### src/rtl/chunked_serial_adder.sv
// Sequential adder: sums two WIDTH-bit operands CHUNK bits per clock with a start/busy/done handshake.
// Optional subtract mode (sub port, a - b - cin) is built when SERIAL_ADDER_SUB_EN is defined.
module chunked_serial_adder #(
    parameter int unsigned WIDTH = 16,
    parameter int unsigned CHUNK = 4
) (
    input  logic             clk,
    input  logic             rst,
    input  logic             start,
    input  logic [WIDTH-1:0] a,
    input  logic [WIDTH-1:0] b,
    input  logic             cin,
`ifdef SERIAL_ADDER_SUB_EN
    input  logic             sub,
`endif
    output logic             busy,
    output logic             done,
    output logic [WIDTH-1:0] sum,
    output logic             cout,
    output logic             ovf
);

    localparam int unsigned N    = WIDTH / CHUNK;
    localparam int unsigned CW   = (N > 1) ? $clog2(N) : 1;
    localparam logic [CW-1:0] LAST = CW'(N - 1);

    typedef enum logic [1:0] {
        IDLE,
        RUN,
        DONE
    } state_t;

    state_t state_q, state_d;
    logic accept_c, finish_c;

    logic [WIDTH-1:0] a_q, b_q, res_q;
    logic             carry_q;
    logic [CW-1:0]    cnt_q;

    logic [WIDTH-1:0] b_in_c;
    logic             cin_in_c;
    logic [CHUNK:0]   add_c;
    logic [WIDTH-1:0] res_c;
    logic             msb_cin_c;

    // Operand conditioning: subtraction is a + ~b + ~cin
`ifdef SERIAL_ADDER_SUB_EN
    assign b_in_c   = sub ? ~b : b;
    assign cin_in_c = cin ^ sub;
`else
    assign b_in_c   = b;
    assign cin_in_c = cin;
`endif

    assign add_c = (CHUNK+1)'(a_q[CHUNK-1:0]) + (CHUNK+1)'(b_q[CHUNK-1:0]) + (CHUNK+1)'(carry_q);
    assign res_c = (res_q >> CHUNK) | (WIDTH'(add_c[CHUNK-1:0]) << (WIDTH - CHUNK));
    // Carry into the MSB recovered from the top bit of the final chunk
    assign msb_cin_c = add_c[CHUNK-1] ^ a_q[CHUNK-1] ^ b_q[CHUNK-1];

    always_ff @(posedge clk) begin
        if (rst) begin
            state_q <= IDLE;
        end else begin
            state_q <= state_d;
        end
    end

    always_comb begin
        state_d  = state_q;
        accept_c = 1'b0;
        finish_c = 1'b0;
        case (state_q)
            IDLE: begin
                if (start) begin
                    accept_c = 1'b1;
                    state_d  = RUN;
                end
            end
            RUN: begin
                if (cnt_q == LAST) begin
                    finish_c = 1'b1;
                    state_d  = DONE;
                end
            end
            DONE: begin
                if (start) begin
                    accept_c = 1'b1;
                    state_d  = RUN;
                end else begin
                    state_d = IDLE;
                end
            end
            default: state_d = IDLE;
        endcase
    end

    always_ff @(posedge clk) begin
        if (rst) begin
            a_q     <= '0;
            b_q     <= '0;
            res_q   <= '0;
            carry_q <= 1'b0;
            cnt_q   <= '0;
            busy    <= 1'b0;
            done    <= 1'b0;
            sum     <= '0;
            cout    <= 1'b0;
            ovf     <= 1'b0;
        end else begin
            done <= finish_c;
            if (accept_c) begin
                a_q     <= a;
                b_q     <= b_in_c;
                carry_q <= cin_in_c;
                cnt_q   <= '0;
                busy    <= 1'b1;
            end else if (state_q == RUN) begin
                a_q     <= a_q >> CHUNK;
                b_q     <= b_q >> CHUNK;
                res_q   <= res_c;
                carry_q <= add_c[CHUNK];
                cnt_q   <= cnt_q + CW'(1);
                if (finish_c) begin
                    busy <= 1'b0;
                    sum  <= res_c;
                    cout <= add_c[CHUNK];
                    ovf  <= msb_cin_c ^ add_c[CHUNK];
                end
            end
        end
    end

endmodule
### config.mk
export PLATFORM = sky130hd
export DESIGN_NAME = chunked_serial_adder
export DESIGN_NICKNAME = d
export VERILOG_FILES = /design/src/rtl/chunked_serial_adder.sv
export SDC_FILE = /design/constraint.sdc
export NUM_CORES = 1
export LEC_CHECK = 0
export BUFFER_PORTS_ARGS = -buffer_cell sky130_fd_sc_hd__buf_2
export CORE_MARGIN = 5
export CORE_UTILIZATION = 30
export DETAILED_ROUTE_END_ITERATION = 12
export GPL_TIMING_DRIVEN = 0
export HOLD_SLACK_MARGIN = 0.05
export PLACE_DENSITY = 0.58
export SLEW_MARGIN = 10
export SYNTH_ARGS = -nofsm -noshare
export SYNTH_HDL_FRONTEND = slang
export SYNTH_SLANG_ARGS = --single-unit
### constraint.sdc
create_clock -name clk -period 2.3 [get_ports clk]
set_input_delay 0.69 -clock clk [delete_from_list [all_inputs] [get_ports clk]]
set_output_delay 0.69 -clock clk [all_outputs]
set_load 0.03 [all_outputs]
==> flow_metrics.py, run 1 <==
metrics = {
    "status": {
        "outcome": "completed",
    },
    "logic_synthesis": {
        "synth.distinct_cells": 29,
        "syn_inst": 308,
        "synth_area_mm2": 0.00273,
        "synth.avg_cell_area_um2": 8.87,
        "yosys_warnings": 0,
        "ys_ff_latch": 69,
        "mappedNetlistNets": 350,
        "ys_seq_area_frac": 0.505,
    },
    "cts": {
        "clockRootBuffer": "clkbuf_8",
        "cts_hold_buf": 0,
        "cts_tree": "yes",
        "post_cts_buffers": 0,
        "cts_sinks": 69,
        "ctsLongestPathBuffers": 2,
        "clkLatencyLatePin_ns": 0.34,
        "cts_buffers": 9,
        "cts_resized": 0,
        "clk_pin_slew_ns": 0.07,
        "cts_max_level": 3,
    },
    "power": {
        "vdd_drop_max_mv": 0.322,
        "power_density_mw_per_mm2": 782,
        "report.power.total_uw": 2620,
        "p_leak_uw": 0.00134,
    },
    "setup_path": {
        "slowest_stage": "fa_1",
        "max_stage_delay_ns": 0.38,
        "cp.required_ns": 2.53,
        "reg2reg_from": "a_q[0]",
        "reg2reg_depth": 8,
        "cp.arrival_ns": 2.18,
        "cp.depth": 8,
        "cp-end-kind": "register",
        "crit_fanout": 3,
        "worstSetupStartpoint": "a_q[0]",
        "critPathTopFamily": "adder cells",
        "crit_end": "ovf",
        "worstReg2RegEnd": "ovf",
        "path_buf_inv": 1,
        "startpoint_type": "register",
        "path_class": "reg -> reg",
        "regToRegSetupSlack_ns": 0.35,
        "cp_cell_sequence": "fa_1 > inv_1 > fa_1 > nand2b_1 > a21oi_1 > xnor2_1 > xnor2_1 > a21o_1",
    },
    "sta": {
        "relSlewSlack": 0.644,
        "worst_slew_pin_slew_ns": 0.534,
        "hold_viol": 0,
        "fmax_mhz": 514,
        "rsz0062_at_grt": "no",
        "final-max-slew-violation-count": 0,
        "setup_viol": 0,
        "final.period_utilization": 0.847,
        "fin_skew_ns": 0.00762,
        "post-route-min-period_ns": 1.95,
        "finalSetupTns_ns": 0,
    },
    "die": {
        "die_y_um": 105,
        "core_mm2": 0.00881,
        "rows": 34,
        "ios": 56,
        "initial_core_util": 0.310,
        "dieWidth_um": 105,
        "dieArea_mm2": 0.0111,
    },
    "cells_and_area": {
        "multi_input_area_mm2": 0.00119,
        "final_util": 0.381,
        "num_antenna_cells": 0,
        "syn2layout_area_growth_pct": 22.6,
        "nNetsFinal": 415,
        "n_fill_cell": 919,
        "seqCellArea_mm2": 0.00138,
        "drive_above_1_share": 0.273,
    },
    "placement": {
        "gp_congestion": 0.770,
        "port-buffer-count": 54,
        "hpwl_um": 4660,
    },
    "routing": {
        "drtPass1Iterations": 4,
        "via_count": 2275,
        "drt_iter0_drc": 76,
        "vias_per_cell": 4.69,
        "ant_nets": 0,
        "drt-total-wl_um": 6430,
        "drc": 0,
        "detail_route.wl_per_cell_um": 13.3,
    },
    "global_route": {
        "busiest_layer": "met2",
        "grt_pass1_vias": 2197,
        "gr-total-overflow": 0,
        "met1_usage": 0.147,
        "gr-usage-met2": 0.191,
        "antenna_found_initial": 0,
        "track_usage": 0.119,
        "grt_pass1_wl_um": 10600,
        "grt_max_degree": 13,
        "gr-usage-met3": 0.0397,
    },
    "flow_run": {
        "maxCapViolCount": 0,
    },
    "worst_hold_path": {
        "hold_path_class": "reg -> reg",
    },
}
## worst min-delay path, stage by stage (launching register included)
cell	delay [ns]
dfxtp_1	0.31
nand2_1	0.05
a21oi_1	0.05
## cell families after synthesis
logic type | count (synthesis) | synth area share
xor+xnor | 6 | 0.0220
fa+ha+maj | 6 | 0.0330
simple gates | 108 | 0.162
buf+inv | 27 | 0.0586
compound gates | 91 | 0.216
mux | 1 | 0.00366
flops | 69 | 0.505
## sequential cells by signal, indices dropped and copies added, names as in the netlist
signal,cells
a_q,16
b_q,16
busy,1
carry_q,1
cnt_q,2
cout,1
done,1
ovf,1
res_q,12
state_q,2
sum,16
## metal layers
metal / vias up / routed length (um) / share of wire
met5: - / 0 / 0
met4: 0 / 102 / 0.016
met3: 11 / 370 / 0.058
met2: 63 / 3000 / 0.47
met1: 1032 / 2960 / 0.46
li1: 1169 / - / -
## how the worst min path moves through the flow
stage                     startpoint      to  cells after the start
after detailed placement      sum[1]  sum[1]                      2
after global routing        res_q[4]  sum[0]                      2
after floorplan             res_q[4]  sum[0]                      2
after CTS                   res_q[4]  sum[0]                      2
final                         sum[1]  sum[1]                      2
after global placement        b_q[8]  b_q[8]                      2
## final cells by class
class                      instances  share of cell area
buffer                            24              0.0444
clock buffer                       9              0.0370
clock inverter                     6              0.0265
inverter                           3             0.00336
multi-input combinational        212               0.355
sequential                        69               0.412
tap                              108              0.0403
timing repair buffer              54              0.0807
## synthesized netlist by cell type (all sizes together)
cell | n | area (um2)
ha | 4 | 50.1
a21oi | 54 | 312
nor3b | 1 | 7.51
dfxtp | 69 | 1380
and2 | 1 | 8.76
a22oi | 33 | 248
mux2i | 1 | 10.0
clkbuf | 5 | 18.8
fa | 2 | 40.0
inv | 3 | 11.3
nand2 | 78 | 295
xor2 | 1 | 8.76
xnor2 | 5 | 51.3
buf | 19 | 130
or2b | 1 | 7.51
nand2b | 1 | 6.26
nor2 | 21 | 86.3
nor2b | 2 | 15.0
a211oi | 2 | 15.0
nor3 | 3 | 15.0
a21o | 2 | 15.0
## stage by stage
step | hold slack (ns) | std cells | setup WS [ns] | instance area (um2)
CTS | 0.454 | 485 | 0.326 | 3350
global route | 0.470 | 485 | 0.192 | 3350
floorplan | 0.432 | 308 | 0.494 | 2730
global placement | 0.441 | 470 | 0.343 | 3140
finish | 0.454 | 485 | 0.353 | 3350
detailed placement | 0.446 | 470 | 0.345 | 3140
## report_power, final
group	internal [uW]	switching [uW]	leakage [uW]	total, uW
Combinational	117	162	0.000674	279
Clock	604	462	0.000101	1070
Sequential	1240	30.5	0.000562	1280
## layout by cell type (no fill, tap or decap), types with 4 or more instances in the layout
cell      count
buf_2        62
nor2_1       20
a21oi_1      43
dfxtp_1      69
clkbuf_8      9
nand2_1      77
a22oi_1      33
buf_4         7
a21oi_2      11
xnor2_1       4
ha_1          4
clkbuf_1      5
Note: power is estimated with default switching activity, not from simulation.
==> inputs of run 2 (changes only) <==
Settings changed: ABC_AREA from default to 1, PLACE_DENSITY 0.58 to 0.59.
Clock period 2.3 ns to 1.65 ns, I/O delays scaled along.
==> run 2 against run 1 <==
Net effect:
- sequential share of layout area down 1.7 points
- via count rose by 11%
- routed wire length grew 8.6%
- area after synthesis grew 4.2%
- final cell count up 15%
- synthesized cell count rose by 15%
- largest cell class unchanged
- clock power is 8% higher
- total power increased by 31%
- highest routed layer unchanged
- register-to-register slack got worse by 0.32 ns
- maximum frequency rose by 20%
- design area rose by 4.6%
==> flow_metrics.py, run 2 <==
metrics = {
    "status": {
        "outcome": "completed",
    },
    "setup_path": {
        "critPathTopFamily": "adder cells",
        "path_buf_inv": 2,
        "cp.required_ns": 1.88,
        "cp_cell_sequence": "fa_2 > inv_2 > fa_2 > inv_2 > nand3_4 > nand2_2 > nand2_1 > nand2_1 > nand2_1 > nand2_2 > a21oi_2",
        "worstReg2RegEnd": "ovf",
        "cpMostUsedCell": "nand2_1",
        "crit_fanout": 4,
        "max_stage_delay_ns": 0.37,
        "cp-end-kind": "register",
        "reg2reg_depth": 11,
        "startpoint_type": "register",
        "reg2reg_from": "a_q[0]",
        "path_class": "reg -> reg",
        "regToRegSetupSlack_ns": 0.03,
        "slowest_stage": "fa_2",
        "cp.arrival_ns": 1.85,
    },
    "logic_synthesis": {
        "synth_top_family_by_area": "simple AND/OR/NAND/NOR gates",
        "synth_adder_area_share": 0.0316,
        "synthTopCellsByArea": "dfxtp_1, nand2_1, a31oi_1",
        "synth.area.mux_share": 0,
        "yosys_warnings": 0,
        "ys_seq_area_frac": 0.485,
        "mappedNetlistNets": 396,
        "synth.avg_cell_area_um2": 8.04,
        "synth_top_area_cell": "dfxtp_1",
        "synth_top_area_frac": 0.485,
        "synth-edff-count": 0,
        "synth.distinct_cells": 29,
        "netlist_top_cells_count": "nand2_1, dfxtp_1, a31oi_1, a21oi_1",
        "synth_area_mm2": 0.00285,
        "synth_compound_area_frac": 0.174,
        "synth_xor_area_frac": 0.00308,
        "ys_ff_latch": 69,
        "syn_inst": 354,
        "synth_most_common_cell": "nand2_1",
        "synth-async-reset-ratio": 0,
        "synth-simple-area-share": 0.230,
        "synth_flop_cell": "dfxtp_1",
    },
    "routing": {
        "drt_iter0_drc": 93,
        "detail_route.wl_per_cell_um": 12.5,
        "met3_length_um": 440,
        "drtPass1Iterations": 4,
        "top_layer": "met4",
        "dr_wl_met2_um": 3270,
        "drt-met1-wl_um": 3230,
        "ant_nets": 0,
        "drt-total-wl_um": 6990,
        "vias_per_cell": 4.51,
        "via_count": 2514,
        "drc": 0,
    },
    "die": {
        "dieWidth_um": 107,
        "rows": 35,
        "die_y_um": 107,
        "dieArea_mm2": 0.0115,
        "core_mm2": 0.00924,
        "ios": 56,
        "initial_core_util": 0.308,
    },
    "global_route": {
        "grt_pass1_wl_um": 11300,
        "grt_pass1_vias": 2394,
        "track_usage": 0.125,
        "grt_max_degree": 13,
        "antenna_found_initial": 0,
        "gr-total-overflow": 0,
    },
    "cells_and_area": {
        "final_common_cell": "nand2_1",
        "final_util": 0.379,
        "instances_no_fill": 557,
        "final_cell_mix": "nand2_1, dfxtp_1, buf_2",
        "drive_above_1_share": 0.292,
        "top_regs": "a_q: 16 flops, b_q: 16 flops, sum: 16 flops",
        "syn2layout_area_growth_pct": 23.1,
        "num_antenna_cells": 0,
        "nNetsFinal": 465,
        "n_fill_cell": 982,
    },
    "power": {
        "power_density_mw_per_mm2": 982,
        "vdd_drop_max_mv": 0.505,
        "p_leak_uw": 0.00148,
    },
    "sta": {
        "fmax_mhz": 618,
        "post-route-min-period_ns": 1.62,
        "worst_slew_pin_slew_ns": 0.647,
        "hold_viol": 0,
        "final.period_utilization": 0.980,
        "setup_viol": 0,
        "rsz0062_at_grt": "yes",
        "fin_skew_ns": 0.00736,
        "layout_setup_ws_ns": 0.0325,
        "holdWs_ns": 0.404,
        "relSlewSlack": 0.568,
        "final-max-slew-violation-count": 0,
    },
    "placement": {
        "hpwl_um": 5260,
        "dp_cells": 537,
        "gp_congestion": 0.771,
        "place_ws_ns": -0.150,
        "port-buffer-count": 54,
    },
    "cts": {
        "clockRootBuffer": "clkbuf_8",
        "cts_max_level": 3,
        "cts_buffers": 9,
        "cts_tree": "yes",
        "ctsLongestPathBuffers": 2,
        "clk_pin_slew_ns": 0.08,
        "clkLatencyLatePin_ns": 0.34,
        "cts_sinks": 69,
    },
    "worst_hold_path": {
        "hold_path_class": "in -> reg",
        "hp-start": "a[13]",
        "hold_depth": 3,
        "hold_path_end": "a_q[13]",
    },
    "flow_run": {
        "maxCapViolCount": 0,
    },
}
run 2: cell count changes after synthesis, sizes merged, moves of 2 or more:
cell / change
a21o: -2
a21oi: -25
a22oi: -33
a31oi: +26
buf: -3
inv: +16
nand2: +45
nand3: +13
nor2: -2
nor2b: -2
nor3: -3
o21ai: +25
xnor2: -5
run 2: area by class of cell:
type / instances / area (um2) / area share
Multi-Input combinational cell: 246 / 1270 / 0.364
Inverter: 19 / 78.8 / 0.0225
Clock buffer: 9 / 124 / 0.0353
Buffer: 20 / 139 / 0.0396
Tap cell: 129 / 161 / 0.0460
Clock inverter: 7 / 42.5 / 0.0121
Timing Repair Buffer: 58 / 300 / 0.0857
Sequential cell: 69 / 1390 / 0.395
run 2: what timing repair did:
| action | CTS | global route |
|---|---|---|
| hold buffers | 0 | 0 |
| hold endpoints to repair | 0 | 0 |
| endpoints found under the setup margin | 2 | 1 |
| gates resized for setup | 6 | 6 |
| setup buffers | 0 | 4 |
| gates cloned | 0 | 0 |
| pin swaps | 1 | 4 |
run 2: where the power goes:
part,switching (uW),internal (uW)
registers,51.3,1760
logic,294,184
clock network,624,533
run 2: logic make-up (layout without fill, tap and decap cells):
group | Yosys count | after routing
AND/OR/NAND/NOR | 156 | 156
AO/OA/AOI/OAI | 83 | 83
flip-flops | 69 | 69
buffers and inverters | 39 | 113
adder cells (fa/ha/maj) | 6 | 6
XOR/XNOR | 1 | 1
run 2: metrics by stage:
step / instance area (um2) / total power [uW] / TNS, ns
after global routing: 3510 / 3610 / -0.0750
after CTS: 3460 / 3470 / 0
after detailed placement: 3280 / 2310 / -0.175
final: 3510 / 3440 / 0
after global placement: 3280 / 2300 / -0.169
after floorplan: 2850 / 2160 / 0
run 2: tightest hold or removal path, delay by kind of cell:
kind | cells | cell delay (ns)
buffers and inverters | 1 | 0.09
and+or+nand+nor | 1 | 0.05
AOI/OAI and AO/OA | 1 | 0.05
run 2: how the worst max path moves through the flow:
stage | startpoint | endpoint | slack [ns] | depth (start not counted)
3_5_place_dp | b_q[0] | ovf | -0.15 | 11
5_1_grt | a_q[0] | ovf | -0.05 | 11
3_3_place_gp | b_q[0] | ovf | -0.15 | 11
4_1_cts | a_q[0] | ovf | 0.007 | 11
2_1_floorplan | a_q[0] | ovf | 0.04 | 11
6_report | a_q[0] | ovf | 0.03 | 11
run 2: per-layer routing:
metal  track usage  vias to the layer above
met5             0                        -
met4        0.0298                        0
met3        0.0468                        6
met2         0.207                       61
met1         0.154                     1147
li1              -                     1300
==> inputs of run 3 (changes only) <==
Settings changed: GPL_TIMING_DRIVEN 0 to default, REMOVE_ABC_BUFFERS from default to 1.
==> run 3 against run 2 <==
Net effect:
- routed wire length shrank 9.7%
- final cell count is 2.2% lower
- largest cell class unchanged
- non-clock buffer count shrank 12
- die area is the same
- largest power group unchanged
- clock power grew 15%
- critical path depth is the same
- critical endpoint unchanged
- sequential power hardly changed
- total power grew 4.0%
==> flow_metrics.py, run 3 (synthesis results as in run 2) <==
metrics = {
    "status": {
        "outcome": "completed",
    },
    "placement": {
        "hpwl_um": 4340,
        "place_ws_ns": -0.0833,
        "gp_congestion": 0.726,
        "port-buffer-count": 55,
    },
    "global_route": {
        "track_usage": 0.115,
        "gr-total-overflow": 0,
        "antenna_found_initial": 0,
        "grt_max_degree": 35,
        "grt_pass1_wl_um": 10800,
        "grt_pass1_vias": 2361,
    },
    "power": {
        "p_clk_frac": 0.372,
        "p_switching_uw": 928,
        "combPwrFrac": 0.123,
        "vdd_drop_max_mv": 0.427,
        "p_seq_frac": 0.504,
        "power_density_mw_per_mm2": 1020,
        "switching_share": 0.259,
        "p_int_uw": 2650,
        "p_leak_uw": 0.00146,
        "report.power.total_uw": 3580,
    },
    "cts": {
        "cts_max_level": 3,
        "cts_sinks": 69,
        "clk_pin_slew_ns": 0.07,
        "clkLatencyLatePin_ns": 0.34,
        "ctsLongestPathBuffers": 2,
        "clockRootBuffer": "clkbuf_8",
        "cts_buffers": 9,
        "cts_hold_buf": 0,
        "cts_tree": "yes",
    },
    "sta": {
        "post-route-min-period_ns": 1.61,
        "fmax_mhz": 622,
        "worst_slew_pin_slew_ns": 0.368,
        "finalSetupTns_ns": 0,
        "rsz0062_at_grt": "yes",
        "final.period_utilization": 0.974,
        "setup_viol": 0,
        "hold_viol": 0,
        "relSlewSlack": 0.754,
        "final-max-slew-violation-count": 0,
        "fin_skew_ns": 0.00548,
        "layout_setup_ws_ns": 0.0430,
        "holdWs_ns": 0.403,
    },
    "setup_path": {
        "crit_fanout": 4,
        "cp-end-kind": "register",
        "cp.required_ns": 1.86,
        "startpoint_type": "register",
        "path_class": "reg -> reg",
        "cp.arrival_ns": 1.82,
    },
    "cells_and_area": {
        "nNetsFinal": 453,
        "num_antenna_cells": 0,
        "final_cell_mix": "nand2_1, dfxtp_1, buf_2",
        "top_regs": "a_q: 16 flops, b_q: 16 flops, sum: 16 flops",
        "syn2layout_area_growth_pct": 23.0,
        "final_common_cell": "nand2_1",
        "final_util": 0.379,
        "drive_above_1_share": 0.293,
    },
    "worst_hold_path": {
        "hold_path_class": "in -> reg",
    },
    "flow_run": {
        "maxCapViolCount": 0,
    },
    "die": {
        "dieArea_mm2": 0.0115,
        "die_y_um": 107,
        "rows": 35,
        "initial_core_util": 0.308,
        "core_mm2": 0.00924,
        "ios": 56,
        "dieWidth_um": 107,
    },
    "routing": {
        "via_count": 2434,
        "drtPass1Iterations": 4,
        "drt-total-wl_um": 6310,
        "vias_per_cell": 4.47,
        "ant_nets": 0,
        "detail_route.wl_per_cell_um": 11.6,
        "drc": 0,
        "drt_iter0_drc": 95,
    },
}
[run 3: cell types whose count changed in the layout (fill, tap and decap cells not counted), moves of 2 or more]
cell,previous run,this run
nand2_2,6,8
buf_4,5,9
nand2_1,114,111
buf_6,5,0
clkbuf_1,4,1
nand3_2,0,3
clkinvlp_4,3,0
buf_12,0,2
nand3_1,12,9
buf_2,63,55
[run 3: layer usage]
layer	wire, um	up-vias	share of wire	global-route usage
li1	-	1278	-	-
met1	3060	1093	0.48	0.145
met2	2800	56	0.44	0.183
met3	399	7	0.063	0.0444
met4	58	0	0.0092	0.0352
met5	0	-	0	0
[run 3: power groups by stage]
stage               Sequential, uW  Clock, uW  Combinational (uW)
finish                        1810       1330                 441
global route                  1820       1450                 503
CTS                           1800       1380                 428
detailed placement            1840          0                 424
global placement              1840          0                 418
floorplan                     1840          0                 261
[run 3: critical path: stages (launching register included)]
cell and delay [ns]:
dfxtp_2 0.35, fa_2 0.22, inv_2 0.04, fa_2 0.36
inv_2 0.07, nand3_4 0.08, nand2_4 0.09, nand2_1 0.05
nand2_1 0.05, nand2_1 0.05, nand2_2 0.07, a21oi_2 0.05
[run 3: final timing paths]
kind	from	end	slack, ns	cells after the start
setup reg to reg	carry_q	ovf	0.04	11
setup / recovery	carry_q	ovf	0.04	11
hold / removal	a[12]	a_q[12]	0.40	3
hold reg to reg	a_q[14]	a_q[14]	0.46	2
[run 3: area by class of cell]
| class | count | area, um2 |
|---|---|---|
| timing repair buffer | 66 | 383 |
| multi-input combinational | 246 | 1300 |
| tap | 129 | 161 |
| clock buffer | 11 | 141 |
| inverter | 19 | 78.8 |
| clock inverter | 5 | 50.0 |
| sequential | 69 | 1390 |
| fill | 990 | 5740 |
[run 3: what timing repair did]
item,4_1_cts,5_1_grt
endpoints found under the setup margin,1,2
gates resized for setup,6,14
setup buffers,0,1
pin swaps,1,8
[run 3: metrics by stage]
stage          instance area, um2  cells
5_1_grt                      3500    545
6_report                     3500    545
2_1_floorplan                2710    334
3_3_place_gp                 3250    528
4_1_cts                      3450    544
3_5_place_dp                 3250    528
